`src/rtl/fifo_wr_ctrl.sv`:
```
// Write-side controller of an async FIFO: binary/Gray write pointers, 2-flop sync of the
// read-domain Gray pointer, and full / almost-full / level / sticky-overflow status.
module fifo_wr_ctrl #(
    parameter int ADDR_W    = 4,
    parameter int AF_THRESH = 2
) (
    input  logic              wclk,
    input  logic              wrst,
    input  logic              winc,
    input  logic [ADDR_W:0]   rptr,
    input  logic              wovf_clr,
    output logic [ADDR_W:0]   wptr,
    output logic [ADDR_W-1:0] waddr,
    output logic              wen,
    output logic              wfull,
    output logic              walmost,
    output logic [ADDR_W:0]   wlevel,
    output logic              wovf
);

    localparam int              PTR_W = ADDR_W + 1;
    localparam logic [PTR_W-1:0] DEPTH = PTR_W'(2 ** ADDR_W);
    localparam logic [PTR_W-1:0] AF    = PTR_W'(AF_THRESH);

    logic [PTR_W-1:0] wbin_reg;
    logic [PTR_W-1:0] wptr_reg;
    logic [PTR_W-1:0] rq1_reg;
    logic [PTR_W-1:0] rq2_reg;
    logic [PTR_W-1:0] wlevel_reg;
    logic             wfull_reg;
    logic             walmost_reg;
    logic             wovf_reg;

    logic [PTR_W-1:0] wbin_next;
    logic [PTR_W-1:0] wgray_next;
    logic [PTR_W-1:0] rbin_sync;
    logic [PTR_W-1:0] level_next;
    logic [PTR_W-1:0] free_next;
    logic             full_next;
    logic             almost_next;
    logic             ovf_next;

    // Gray-to-binary: each binary bit is the XOR of all Gray bits at or above it.
    genvar gi;
    generate
        for (gi = 0; gi < PTR_W; gi++) begin : g_gray2bin
            assign rbin_sync[gi] = ^rq2_reg[PTR_W-1:gi];
        end
    endgenerate

    always_comb begin
        wen         = winc & ~wfull_reg;
        wbin_next   = wbin_reg + PTR_W'(wen);
        wgray_next  = (wbin_next >> 1) ^ wbin_next;
        // Full when the next write pointer has lapped the synced read pointer exactly once.
        full_next   = (wgray_next == {~rq2_reg[ADDR_W:ADDR_W-1], rq2_reg[ADDR_W-2:0]});
        level_next  = wbin_next - rbin_sync;
        free_next   = DEPTH - level_next;
        almost_next = (free_next <= AF);
        ovf_next    = wovf_reg;
        if (winc & wfull_reg) begin
            ovf_next = 1'b1;
        end else if (wovf_clr) begin
            ovf_next = 1'b0;
        end
    end

    always_ff @(posedge wclk or posedge wrst) begin
        if (wrst) begin
            wbin_reg    <= '0;
            wptr_reg    <= '0;
            rq1_reg     <= '0;
            rq2_reg     <= '0;
            wlevel_reg  <= '0;
            wfull_reg   <= 1'b0;
            walmost_reg <= 1'b0;
            wovf_reg    <= 1'b0;
        end else begin
            rq1_reg     <= rptr;
            rq2_reg     <= rq1_reg;
            wbin_reg    <= wbin_next;
            wptr_reg    <= wgray_next;
            wlevel_reg  <= level_next;
            wfull_reg   <= full_next;
            walmost_reg <= almost_next;
            wovf_reg    <= ovf_next;
        end
    end

    assign wptr    = wptr_reg;
    assign waddr   = wbin_reg[ADDR_W-1:0];
    assign wfull   = wfull_reg;
    assign walmost = walmost_reg;
    assign wlevel  = wlevel_reg;
    assign wovf    = wovf_reg;

endmodule

```
`config.mk`:
```
export PLATFORM = sky130hd
export DESIGN_NAME = fifo_wr_ctrl
export DESIGN_NICKNAME = d
export VERILOG_FILES = /design/src/rtl/fifo_wr_ctrl.sv
export SDC_FILE = /design/constraint.sdc
export NUM_CORES = 1
export LEC_CHECK = 0
export BUFFER_PORTS_ARGS = -buffer_cell sky130_fd_sc_hd__clkbuf_2
export CORE_MARGIN = 5
export CORE_UTILIZATION = 57
export CTS_CLUSTER_DIAMETER = 50
export DETAILED_ROUTE_END_ITERATION = 10
export PLACE_DENSITY = 0.81
export REMOVE_ABC_BUFFERS = 1
export SLEW_MARGIN = 40
export SYNTH_ARGS = -nofsm -noshare
export SYNTH_HDL_FRONTEND = slang
export SYNTH_SLANG_ARGS = --single-unit
```
`constraint.sdc`:
```
create_clock -name wclk -period 4.79 [get_ports wclk]
set_input_delay 0.479 -clock wclk [delete_from_list [all_inputs] [get_ports wclk]]
set_output_delay 0.479 -clock wclk [all_outputs]
set_load 0.02 [all_outputs]
```
=== Yosys cells after proc, flatten, opt, wreduce, memory -nomap -nowiden ===
Cells that the tools add are included.

* Muxes and demuxes: 2
* Bitwise operators: 5
* Add/sub/neg operators: 3
* $lt $le $gt $ge: 1
* Equality and inequality tests: 1
* Reduce and logical (&&, ||, !) cells: 5

{| class="wikitable"
|+ Operators with widths
! operator !! count
|-
| $add 5x1->5 || 1
|-
| $eq 5x5->1 || 1
|-
| $le 5x2->1 const B || 1
|-
| $reduce_xor 5->1 || 1
|-
| $sub 5x5->5 || 1
|-
| $sub 5x5->5 const A || 1
|-
| $xor 4x5->5 || 1
|-
| $reduce_xor 4->1 || 1
|-
| $reduce_xor 3->1 || 1
|-
| $and 1x1->1 || 2
|-
| $mux 1 || 2
|-
| $not 2->2 || 1
|-
| $reduce_bool 2->1 || 1
|-
| $reduce_xor 2->1 || 1
|-
| $not 1->1 || 1
|}

* Register bits: 28
* Output and inout port bits: 18
* Logic and storage cells: 25
* Bits of input ports: 9

=== Depth between registers and ports, before layout ===
Gate-level depths: netlist of the first run.

* Word-level depth: 6
* Gate-level depth with buffers: 13
* Mapped depth without buffers: 12

=== Least setup slack after synthesis of the first run ===
OpenSTA, ideal clock, no wires.

* Path type: input -> register
* Start point: in winc
* End point: reg walmost_reg (netlist: walmost)
* Cell stages on the path: 10
* Arrival: 3.311 ns
* Library setup time: 0.086 ns
* Data required time: 4.704 ns
* Slack: 1.393 ns
* Path buffers: 0
* Cells stage by stage: nor2b_1 > ha_1 > ha_1 > xnor2_1 > inv_1 > ha_1 > or4_1 > a211oi_1 > or4b_1 > a32oi_1

* Word-level cells in the longest chain between the ends: 5

{| class="wikitable"
|+ Ends and longest elaborated chain
! what !! RTL line !! text
|-
| start: declaration || 9 || <nowiki>input logic winc,</nowiki>
|-
| $and 1x1->1 || 52 || <nowiki>wen = winc & ~wfull_reg;</nowiki>
|-
| $add 5x1->5 || 53 || <nowiki>wbin_next = wbin_reg + PTR_W'(wen);</nowiki>
|-
| named net wbin_next[2] || 34 || <nowiki>logic [PTR_W-1:0] wbin_next;</nowiki>
|-
| $sub 5x5->5 || 57 || <nowiki>level_next = wbin_next - rbin_sync;</nowiki>
|-
| $sub 5x5->5 || 58 || <nowiki>free_next = DEPTH - level_next;</nowiki>
|-
| $le 5x2->1 || 59 || <nowiki>almost_next = (free_next <= AF);</nowiki>
|-
| named net almost_next || 40 || <nowiki>logic almost_next;</nowiki>
|-
| end signal: assignment || 85 || <nowiki>walmost_reg <= almost_next;</nowiki>
|-
| end: declaration || 31 || <nowiki>logic walmost_reg;</nowiki>
|}

The timed path passes the listed nets, and every way through them passes these cells.
A chain may end at the register's enable or synchronous reset.

=== Final worst setup path of the first run ===
* Start point: reg wfull_reg (netlist: wfull)
* End point: reg walmost_reg (netlist: walmost)

* Word-level cells in the longest chain between the ends: 6

{| class="wikitable"
|+ Ends and longest elaborated chain
! what !! RTL line !! text
|-
| start: declaration || 30 || <nowiki>logic wfull_reg;</nowiki>
|-
| start signal: assignment || 84 || <nowiki>wfull_reg <= full_next;</nowiki>
|-
| $not 1->1 || 52 ||
|-
| $and 1x1->1 || 52 ||
|-
| $add 5x1->5 || 53 ||
|-
| named net wbin_next[1] || 34 ||
|-
| $sub 5x5->5 || 57 ||
|-
| $sub 5x5->5 || 58 ||
|-
| $le 5x2->1 || 59 ||
|-
| named net almost_next || 40 ||
|}

The timed path passes the listed nets, and every way through them passes these cells.

==> results of run 1 <==
[how the worst max path moves through the flow]
stage / depth (start not counted) / to / slack [ns] / from
after detailed placement: 11 / walmost$_DFF_PP0_ / 1.26 / winc
final: 10 / walmost$_DFF_PP0_ / 1.50 / wfull$_DFF_PP0_
after global placement: 11 / walmost$_DFF_PP0_ / 1.40 / winc
after floorplan: 10 / walmost$_DFF_PP0_ / 1.39 / winc
after global routing: 10 / walmost$_DFF_PP0_ / 1.21 / wfull$_DFF_PP0_
after CTS: 10 / walmost$_DFF_PP0_ / 1.49 / wfull$_DFF_PP0_
[logic make-up (layout without fill, tap and decap cells)]
| group | count (synthesis) | after routing |
|---|---|---|
| AND/OR/NAND/NOR | 21 | 21 |
| buffers and inverters | 15 | 43 |
| flip-flops | 27 | 27 |
| multiplexers | 1 | 1 |
| adder cells (fa/ha/maj) | 8 | 8 |
| XOR/XNOR | 19 | 19 |
| AO/OA/AOI/OAI | 14 | 14 |
[critical path: cells and delay by family, from the launching register on]
family / cells / cell delay (ns)
XOR/XNOR: 2 / 0.43
flip-flops: 1 / 0.42
AO/OA/AOI/OAI: 2 / 0.47
AND/OR/NAND/NOR: 3 / 1.04
adder cells (fa/ha/maj): 3 / 0.86
[synthesized netlist by cell type, drive strengths merged, types with 2 or more instances]
library cell  count
dfrtp            27
inv              13
xor2             10
xnor2             9
ha                8
nand3             4
nand2             3
o2111ai           3
or3               3
a2111oi           2
a21oi             2
buf               2
nand3b            2
o31ai             2
[cell usage in the layout, fill, tap and decap left out, types with 2 or more instances in the layout]
cell	synthesis	layout
dfrtp_1	27	27
clkbuf_2	0	26
inv_1	13	12
xor2_1	10	10
ha_1	8	8
xnor2_1	6	6
nand3_1	4	4
o2111ai_1	3	3
nand2_1	3	3
clkbuf_4	0	3
xnor2_4	2	2
a2111oi_0	2	2
nand3b_1	2	2
a21oi_1	2	2
o31ai_1	2	2
or3_1	2	2
[stage by stage]
step	hold WS (ns)	cells	utilization
after floorplan	0.331	103	-
after global placement	0.334	157	0.662
after detailed placement	0.335	157	0.662
after CTS	0.185	161	0.674
after global routing	0.205	161	0.674
final	0.161	161	0.674
[layout make-up]
type	count	area [um2]
sequential	27	676
clock buffer	4	26.3
fill	179	713
inverter	13	48.8
tap	28	35.0
multi-input combinational	63	562
timing repair buffer	26	130
[routing by layer]
layer / track usage / share of wire / up-vias
met5: 0 / 0 / -
met3: 0.0245 / 0.059 / 5
met1: 0.183 / 0.42 / 404
met4: 0.0563 / 0.016 / 0
met2: 0.258 / 0.51 / 26
li1: - / - / 414
[power groups by stage]
stage | sequential, mW | combinational [mW] | clock [mW]
5_1_grt | 0.355 | 0.804 | 0.104
3_5_place_dp | 0.351 | 0.729 | 0
2_1_floorplan | 0.435 | 0.456 | 0
6_report | 0.345 | 0.727 | 0.0936
3_3_place_gp | 0.346 | 0.693 | 0
4_1_cts | 0.345 | 0.730 | 0.0962
==> results.sh, run 1 <==
export IMPL_worstMarginPinSlew_ns=0.567
export IMPL_cts_tree="built"
export IMPL_insertion_delay_ns=0.31
export IMPL_ff2ff_setup_slack_ns=1.50
export IMPL_syn2layout_area_growth_pct=14.0
export IMPL_post_route_period_util=0.687
export IMPL_syn_area_um2=1300
export IMPL_ys_warnings_count=0
export IMPL_slew_headroom=0.612
export IMPL_rows=17
export IMPL_hp_class="input port to asynchronous set/reset pin"
export IMPL_maxCapViolations=0
export IMPL_synth_area_leaders="dfrtp_1, ha_1, xor2_1"
export IMPL_cp_end_kind="flop"
export IMPL_overflow=0
export IMPL_cpMostUsedCell="ha_1"
export IMPL_grtUsageTotal=0.148
export IMPL_intPower_uw=621
export IMPL_critical_path_max_stage_delay_ns=0.50
export IMPL_pwr_share_clk=0.080
export IMPL_synth_edf_count=0
export IMPL_dp_hpwl_mm=1.73
export IMPL_synth_avg_cell_area_um2=12.3
export IMPL_via_count=849
export IMPL_htree_levels=1
export IMPL_synth_adder_area_share=0.0772
export IMPL_finalWirelength_mm=2.17
export IMPL_cts_buffers=3
export IMPL_required_ns=5.04
export IMPL_postRouteAntennaNets=0
export IMPL_placed_area_um2=1450
export IMPL_setup_viol=0
export IMPL_synth_xor_area_frac=0.163
export IMPL_nets=151
export IMPL_fmax_ghz=0.304
export IMPL_grt_max_degree=28
export IMPL_r2r_start="wfull$_DFF_PP0_"
export IMPL_ir_drop_uv=409
export IMPL_synth_largest_area_cell="dfrtp_1"
export IMPL_ctsHoldBuffers=0
export IMPL_fin_ws_ns=1.50
export IMPL_cts_setup_buffers=0
export IMPL_grt_pass1_vias=913
export IMPL_path_cells="nor2b_1, ha_1, ha_1, xor2_1, ha_1, or3_1, o31ai_1, xor2_1, or4b_1, a32oi_1"
export IMPL_port_buffer_count=26
export IMPL_p_switching_uw=544
export IMPL_start_util=0.592
export IMPL_synth_seq_cells=27
export IMPL_period_minus_slack_ns=3.29
export IMPL_ios=27
export IMPL_cts_resized=0
export IMPL_switching_share=0.467
export IMPL_path_clk_slew_ns=0.13
export IMPL_power_mw=1.17
export IMPL_synth_compound_gate_area_share=0.0811
export IMPL_rsz0062_at_grt="no"
export IMPL_finalClockSkew_ns=0.00106
export IMPL_clockBufferDepth=2
export IMPL_combPwrFrac=0.624
export IMPL_fin_tns_setup_ns=0
export IMPL_wl_per_cell_um=13.5
export IMPL_dr_pass1_iters=4
export IMPL_drive_gt1_frac=0.271
export IMPL_die_area_um2=3330
export IMPL_antenna_found_initial=0
export IMPL_synth_simple_area_share=0.104
export IMPL_outcome="finished clean"
export IMPL_die_height_um=57.7
export IMPL_yosysTopAreaCellShare=0.521
export IMPL_root_buffer="clkbuf_4"
export IMPL_place_gp_congestion=0.821
export IMPL_crit_slowest_cell="or4b_1"
export IMPL_n_antenna_cell=0
export IMPL_critPathLaunchType="flop"
export IMPL_grt_pass1_wl_mm=3.83
export IMPL_crit_type="flop to flop"
export IMPL_clkSinkCount=27
export IMPL_coreArea_um2=2190
export IMPL_drtIter0Drc=25
export IMPL_synth_top_flop_cell="dfrtp_1"
export IMPL_dp_slack_ns=1.26
export IMPL_power_leakage_nw=0.711
export IMPL_power_density_nw_per_um2=788
export IMPL_synth_mux_area_frac=0.00772
export IMPL_postSynth_asyncResetShare=1.00
export IMPL_synth_top_family_by_area="XOR/XNOR gates"
export IMPL_synth_seq_area_share=0.521
export IMPL_vias_per_cell=5.27
export IMPL_synth_cell_types=32
export IMPL_syn_instance_count=105
export IMPL_postLayoutCellArea_um2=1480
export IMPL_drc_errors=0
export IMPL_hold_viol=0
export IMPL_seq_power_share=0.296
export IMPL_critPathArrivalTime_ns=3.53
export IMPL_worstRegToRegCells=10
export IMPL_fp_dieW_um=57.7
export IMPL_r2r_end="walmost$_DFF_PP0_"
export IMPL_worstPathMaxFanout=14
export IMPL_drv_slew=0
No activity file was read; power rests on OpenSTA's default activity.
==> run 2: changes to the inputs <==
Settings changed: CORE_UTILIZATION 57 to 48, PLACE_DENSITY 0.81 to 0.72.
Clock period 4.79 ns to 3 ns, I/O delays scaled along.
==> run 2 against run 1 <==
Utilization grew 1.1 points; first-iteration DRC count shrank 12%; sequential power grew 62%; die area grew 15%; worst hold slack lost 0.097 ns; critical path type unchanged; global-route usage shrank 0.43 points; routed wire length grew 16%; critical endpoint unchanged; cell count grew 11%.
==> results.sh, run 2 (synthesis results as in run 1) <==
export IMPL_outcome="finished clean"
export IMPL_post_route_period_util=0.982
export IMPL_nets=166
export IMPL_critPathLaunchType="flop"
export IMPL_hp_class="input port to flop"
export IMPL_required_ns=3.25
export IMPL_postLayoutCellArea_um2=1730
export IMPL_ff2ff_setup_slack_ns=0.05
export IMPL_dpl_cell_count=170
export IMPL_crit_slowest_cell="or4b_4"
export IMPL_cts_tree="built"
export IMPL_ir_drop_uv=858
export IMPL_fmax_ghz=0.339
export IMPL_overflow=0
export IMPL_hold_viol=0
export IMPL_finalClockSkew_ns=0.00562
export IMPL_worstPathMaxFanout=5
export IMPL_cp_end_kind="flop"
export IMPL_cts_buffers=3
export IMPL_final_cell_mix="clkbuf_2, dfrtp_1, buf_4"
export IMPL_path_cells="nor2b_2, ha_2, nand3_2, xor2_2, inv_1, ha_4, inv_1, and4_1, or3_4, or4b_4, a32oi_1"
export IMPL_insertion_delay_ns=0.33
export IMPL_antenna_found_initial=0
export IMPL_crit_type="flop to flop"
export IMPL_ios=27
export IMPL_final_cells=178
export IMPL_place_gp_congestion=0.910
export IMPL_drtIter0Drc=22
export IMPL_critPathLaunch="wfull$_DFF_PP0_"
export IMPL_via_count=916
export IMPL_path_clk_slew_ns=0.14
export IMPL_critical_path_max_stage_delay_ns=0.54
export IMPL_die_area_um2=3840
export IMPL_die_height_um=62.0
export IMPL_port_buffer_count=26
export IMPL_rsz0062_at_grt="yes"
export IMPL_r2r_end="walmost$_DFF_PP0_"
export IMPL_wl_per_cell_um=14.2
export IMPL_htree_levels=1
export IMPL_dp_hpwl_mm=1.77
export IMPL_critPathArrivalTime_ns=3.20
export IMPL_drv_slew=0
export IMPL_grt_pass1_vias=941
export IMPL_maxCapViolations=0
export IMPL_hold_depth=1
export IMPL_vias_per_cell=5.15
export IMPL_coreArea_um2=2520
export IMPL_root_buffer="clkbuf_4"
export IMPL_period_minus_slack_ns=2.95
export IMPL_clockBufferDepth=2
export IMPL_power_leakage_nw=0.803
export IMPL_power_density_nw_per_um2=1310
export IMPL_worstMarginPinSlew_ns=0.548
export IMPL_placed_area_um2=1540
export IMPL_fin_tns_setup_ns=0
export IMPL_setup_viol=0
export IMPL_dr_pass1_iters=4
export IMPL_worstHoldStart="rptr[4]"
export IMPL_postRouteAntennaNets=0
export IMPL_cpMostUsedCell="inv_1"
export IMPL_grt_pass1_wl_mm=4.02
export IMPL_rows=18
export IMPL_start_util=0.514
export IMPL_clkSinkCount=27
export IMPL_grtUsageTotal=0.144
export IMPL_finalWirelength_mm=2.53
export IMPL_fp_dieW_um=62.0
export IMPL_grt_max_degree=28
export IMPL_hold_end="rq1_reg[4]$_DFF_PP0_"
export IMPL_syn2layout_area_growth_pct=33.4
export IMPL_r2r_start="wfull$_DFF_PP0_"
export IMPL_slew_headroom=0.634
export IMPL_drc_errors=0
export IMPL_n_antenna_cell=0
export IMPL_worstRegToRegCells=11
export IMPL_drive_gt1_frac=0.486
## run 2: through the flow
stage	total power, mW	setup WS [ns]	util	hold WS [ns]
2_1_floorplan	1.42	-0.382	-	0.331
5_1_grt	2.46	-0.0561	0.686	0.0389
6_report	2.26	0.0533	0.686	0.0644
3_5_place_dp	1.84	-0.104	0.609	0.336
3_3_place_gp	1.80	0.00913	0.609	0.334
4_1_cts	2.06	0.0174	0.638	0.0605
## run 2: area by class of cell
cell class | instances | area (um2)
fillers | 184 | 793
inverters | 13 | 48.8
well taps | 30 | 37.5
clock buffers | 3 | 22.5
clock inverters | 1 | 5.00
flip-flops and latches | 27 | 677
repair buffers | 41 | 245
multi-input cells | 63 | 693
## run 2: worst max-delay path by stage
stage | end | slack, ns | cells after the start
2_1_floorplan | walmost$_DFF_PP0_ | -0.38 | 10
3_3_place_gp | walmost$_DFF_PP0_ | 0.009 | 11
4_1_cts | walmost$_DFF_PP0_ | 0.02 | 10
6_report | walmost$_DFF_PP0_ | 0.05 | 11
3_5_place_dp | walmost$_DFF_PP0_ | -0.10 | 11
5_1_grt | walmost$_DFF_PP0_ | -0.06 | 11
## run 2: metal layers
layer / track usage / part of all wire
met1: 0.176 / 0.43
met2: 0.251 / 0.50
met3: 0.0186 / 0.050
met4: 0.0636 / 0.017
met5: 0 / 0
## run 2: power by group
part	internal, mW	switching [mW]
Clock	0.0501	0.107
Sequential	0.493	0.0654
Combinational	0.708	0.841
Total	1.25	1.01
## run 2: critical path, delay by kind of cell, from the launching register on
| kind | cells | cell delay (ns) |
|---|---|---|
| XOR/XNOR | 1 | 0.22 |
| AO/OA/AOI/OAI | 1 | 0.18 |
| adder cells (fa/ha/maj) | 2 | 0.50 |
| flip-flops | 1 | 0.43 |
| AND/OR/NAND/NOR | 5 | 1.34 |
| buffers and inverters | 2 | 0.20 |
## run 2: what timing repair did
action                                  CTS  global route
hold buffers                              1             0
resized for setup                         7            17
pin swaps                                 1            10
setup buffers                             1             2
endpoints found under the setup margin    1             1
endpoints found under the hold margin     8             0
==> run 3: changes to the inputs <==
Settings changed: REMOVE_ABC_BUFFERS 1 to unset.
==> run 3 against run 2 <==
The flow now finishes with violations (hold timing); cell count shrank 2.2%; die area stayed put; non-clock buffer count fell by 4; routed wire length grew 2.8%; fmax shrank 1.7%; utilization is 0.55 points lower; global-route usage fell by 0.44 points; flip-flop and latch count unchanged; critical path depth unchanged; sequential share of layout area increased by 0.53 points; critical path type unchanged; critical endpoint unchanged.
==> results.sh, run 3 (synthesis results as in run 1) <==
export IMPL_fin_tns_setup_ns=0
export IMPL_ctsHoldBuffers=0
export IMPL_cts_tree="built"
export IMPL_wl_per_cell_um=14.9
export IMPL_outcome="complete, but fails checks"
export IMPL_overflow=0
export IMPL_dr_pass1_iters=4
export IMPL_finish_utilization=0.680
export IMPL_fp_dieW_um=62.0
export IMPL_rsz0062_at_grt="yes"
export IMPL_slew_headroom=0.649
export IMPL_htree_levels=1
export IMPL_nets=162
export IMPL_dp_hpwl_mm=1.88
export IMPL_violations="hold timing"
export IMPL_clkSinkCount=27
export IMPL_critPathArrivalTime_ns=3.26
export IMPL_finalClockSkew_ns=0.00264
export IMPL_die_height_um=62.0
export IMPL_root_buffer="clkbuf_4"
export IMPL_cp_end_kind="flop"
export IMPL_vias_per_cell=5.25
export IMPL_required_ns=3.26
export IMPL_clockBufferDepth=2
export IMPL_grt_pass1_vias=919
export IMPL_syn_num_nets=122
export IMPL_fmax_ghz=0.333
export IMPL_drive_gt1_frac=0.486
export IMPL_hp_class="input port to asynchronous set/reset pin"
export IMPL_critical_path_max_stage_delay_ns=0.50
export IMPL_path_clk_slew_ns=0.14
export IMPL_place_gp_congestion=0.777
export IMPL_final_cells=174
export IMPL_via_count=914
export IMPL_finalWirelength_mm=2.60
export IMPL_final_common_cell="clkbuf_2"
export IMPL_drc_errors=0
export IMPL_postRouteAntennaNets=0
export IMPL_worstMarginPinSlew_ns=0.525
export IMPL_ios=27
export IMPL_coreArea_um2=2520
export IMPL_crit_slowest_cell="or4b_4"
export IMPL_post_route_period_util=1.00
export IMPL_start_util=0.514
export IMPL_crit_type="flop to flop"
export IMPL_grt_max_degree=28
export IMPL_hold_viol=27
export IMPL_cts_buffers=3
export IMPL_whs_ns=-0.0386
export IMPL_path_cells="xnor2_4, xnor2_4, buf_4, buf_4, xor2_2, ha_4, or3_4, o31ai_4, xor2_2, or4b_4, a32oi_2"
export IMPL_die_area_um2=3840
export IMPL_drtIter0Drc=19
export IMPL_insertion_delay_ns=0.33
export IMPL_n_antenna_cell=0
export IMPL_maxCapViolations=0
export IMPL_dpl_cell_count=163
export IMPL_rows=18
export IMPL_period_minus_slack_ns=3.00
export IMPL_worstPathMaxFanout=3
export IMPL_drv_slew=0
export IMPL_grtUsageTotal=0.139
export IMPL_grt_pass1_wl_mm=3.85
export IMPL_syn2layout_area_growth_pct=32.3
export IMPL_antenna_found_initial=0
export IMPL_critPathLaunchType="flop"
export IMPL_final_cell_mix="clkbuf_2, dfrtp_1, buf_4"
export IMPL_port_buffer_count=26
export IMPL_setup_viol=0
==> run 3: changes by cell type in the layout (fill, tap and decap cells not counted), sizes merged <==
cell,before,now
buf,14,11
clkinv,1,0
clkbuf,29,30
dlygate4sd3,1,0
==> run 3: worst max-delay path, delay by kind of cell (launching register included) <==
family / cells / cell delay, ns
compound gates: 2 / 0.47
xor+xnor: 4 / 0.63
simple gates: 2 / 0.87
buf+inv: 2 / 0.29
flops: 1 / 0.47
fa+ha+maj: 1 / 0.17
==> run 3: per-layer routing <==
| metal | global-route usage | wire [um] | vias to the layer above |
|---|---|---|---|
| met5 | 0 | 0 | - |
| met4 | 0.0636 | 60 | 0 |
| met3 | 0.0331 | 143 | 8 |
| met2 | 0.251 | 1340 | 25 |
| met1 | 0.153 | 1060 | 442 |
| li1 | - | - | 439 |
==> run 3: worst paths after layout <==
path	start	depth (start not counted)	slack, ns	to
min reg2reg	rq1_reg[4]$_DFF_PP0_	0	0.36	rq2_reg[4]$_DFF_PP0_
min in group wclk	rptr[3]	1	0.06	rq1_reg[3]$_DFF_PP0_
max in group asynchronous	wrst	2	2.66	wfull$_DFF_PP0_
max	rq2_reg[4]$_DFF_PP0_	11	0.001	walmost$_DFF_PP0_
max reg2reg	rq2_reg[4]$_DFF_PP0_	11	0.001	walmost$_DFF_PP0_
min	wrst	2	-0.04	rq2_reg[2]$_DFF_PP0_
==> run 3: what timing repair did <==
item                                   CTS  global route
pin swaps                                1             6
setup buffers                            1             6
setup endpoints to repair                1             1
endpoints found under the hold margin    0             0
gates resized for setup                  1            16
==> run 3: through the flow <==
stage / worst slack (ns) / hold slack (ns) / instance area, um2
after floorplan: 0.00204 / 0.331 / 1360
after global placement: 0.141 / 0.332 / 1540
after detailed placement: -0.0140 / 0.335 / 1540
after CTS: 0.00556 / 0.00142 / 1580
after global routing: -0.0844 / 0.00540 / 1720
final: 0.00128 / -0.0386 / 1720
==> run 3: area by class of cell <==
type                            count  area [um2]
Inverter                           13        48.8
Clock buffer                        4        26.3
Sequential cell                    27         681
Tap cell                           30        37.5
Multi-Input combinational cell     63         709
Fill cell                         184         807
Timing Repair Buffer               37         213
Power of run 3 is not shown: default switching activity piles up to over one toggle a cycle in this logic, so the estimate is an artifact.
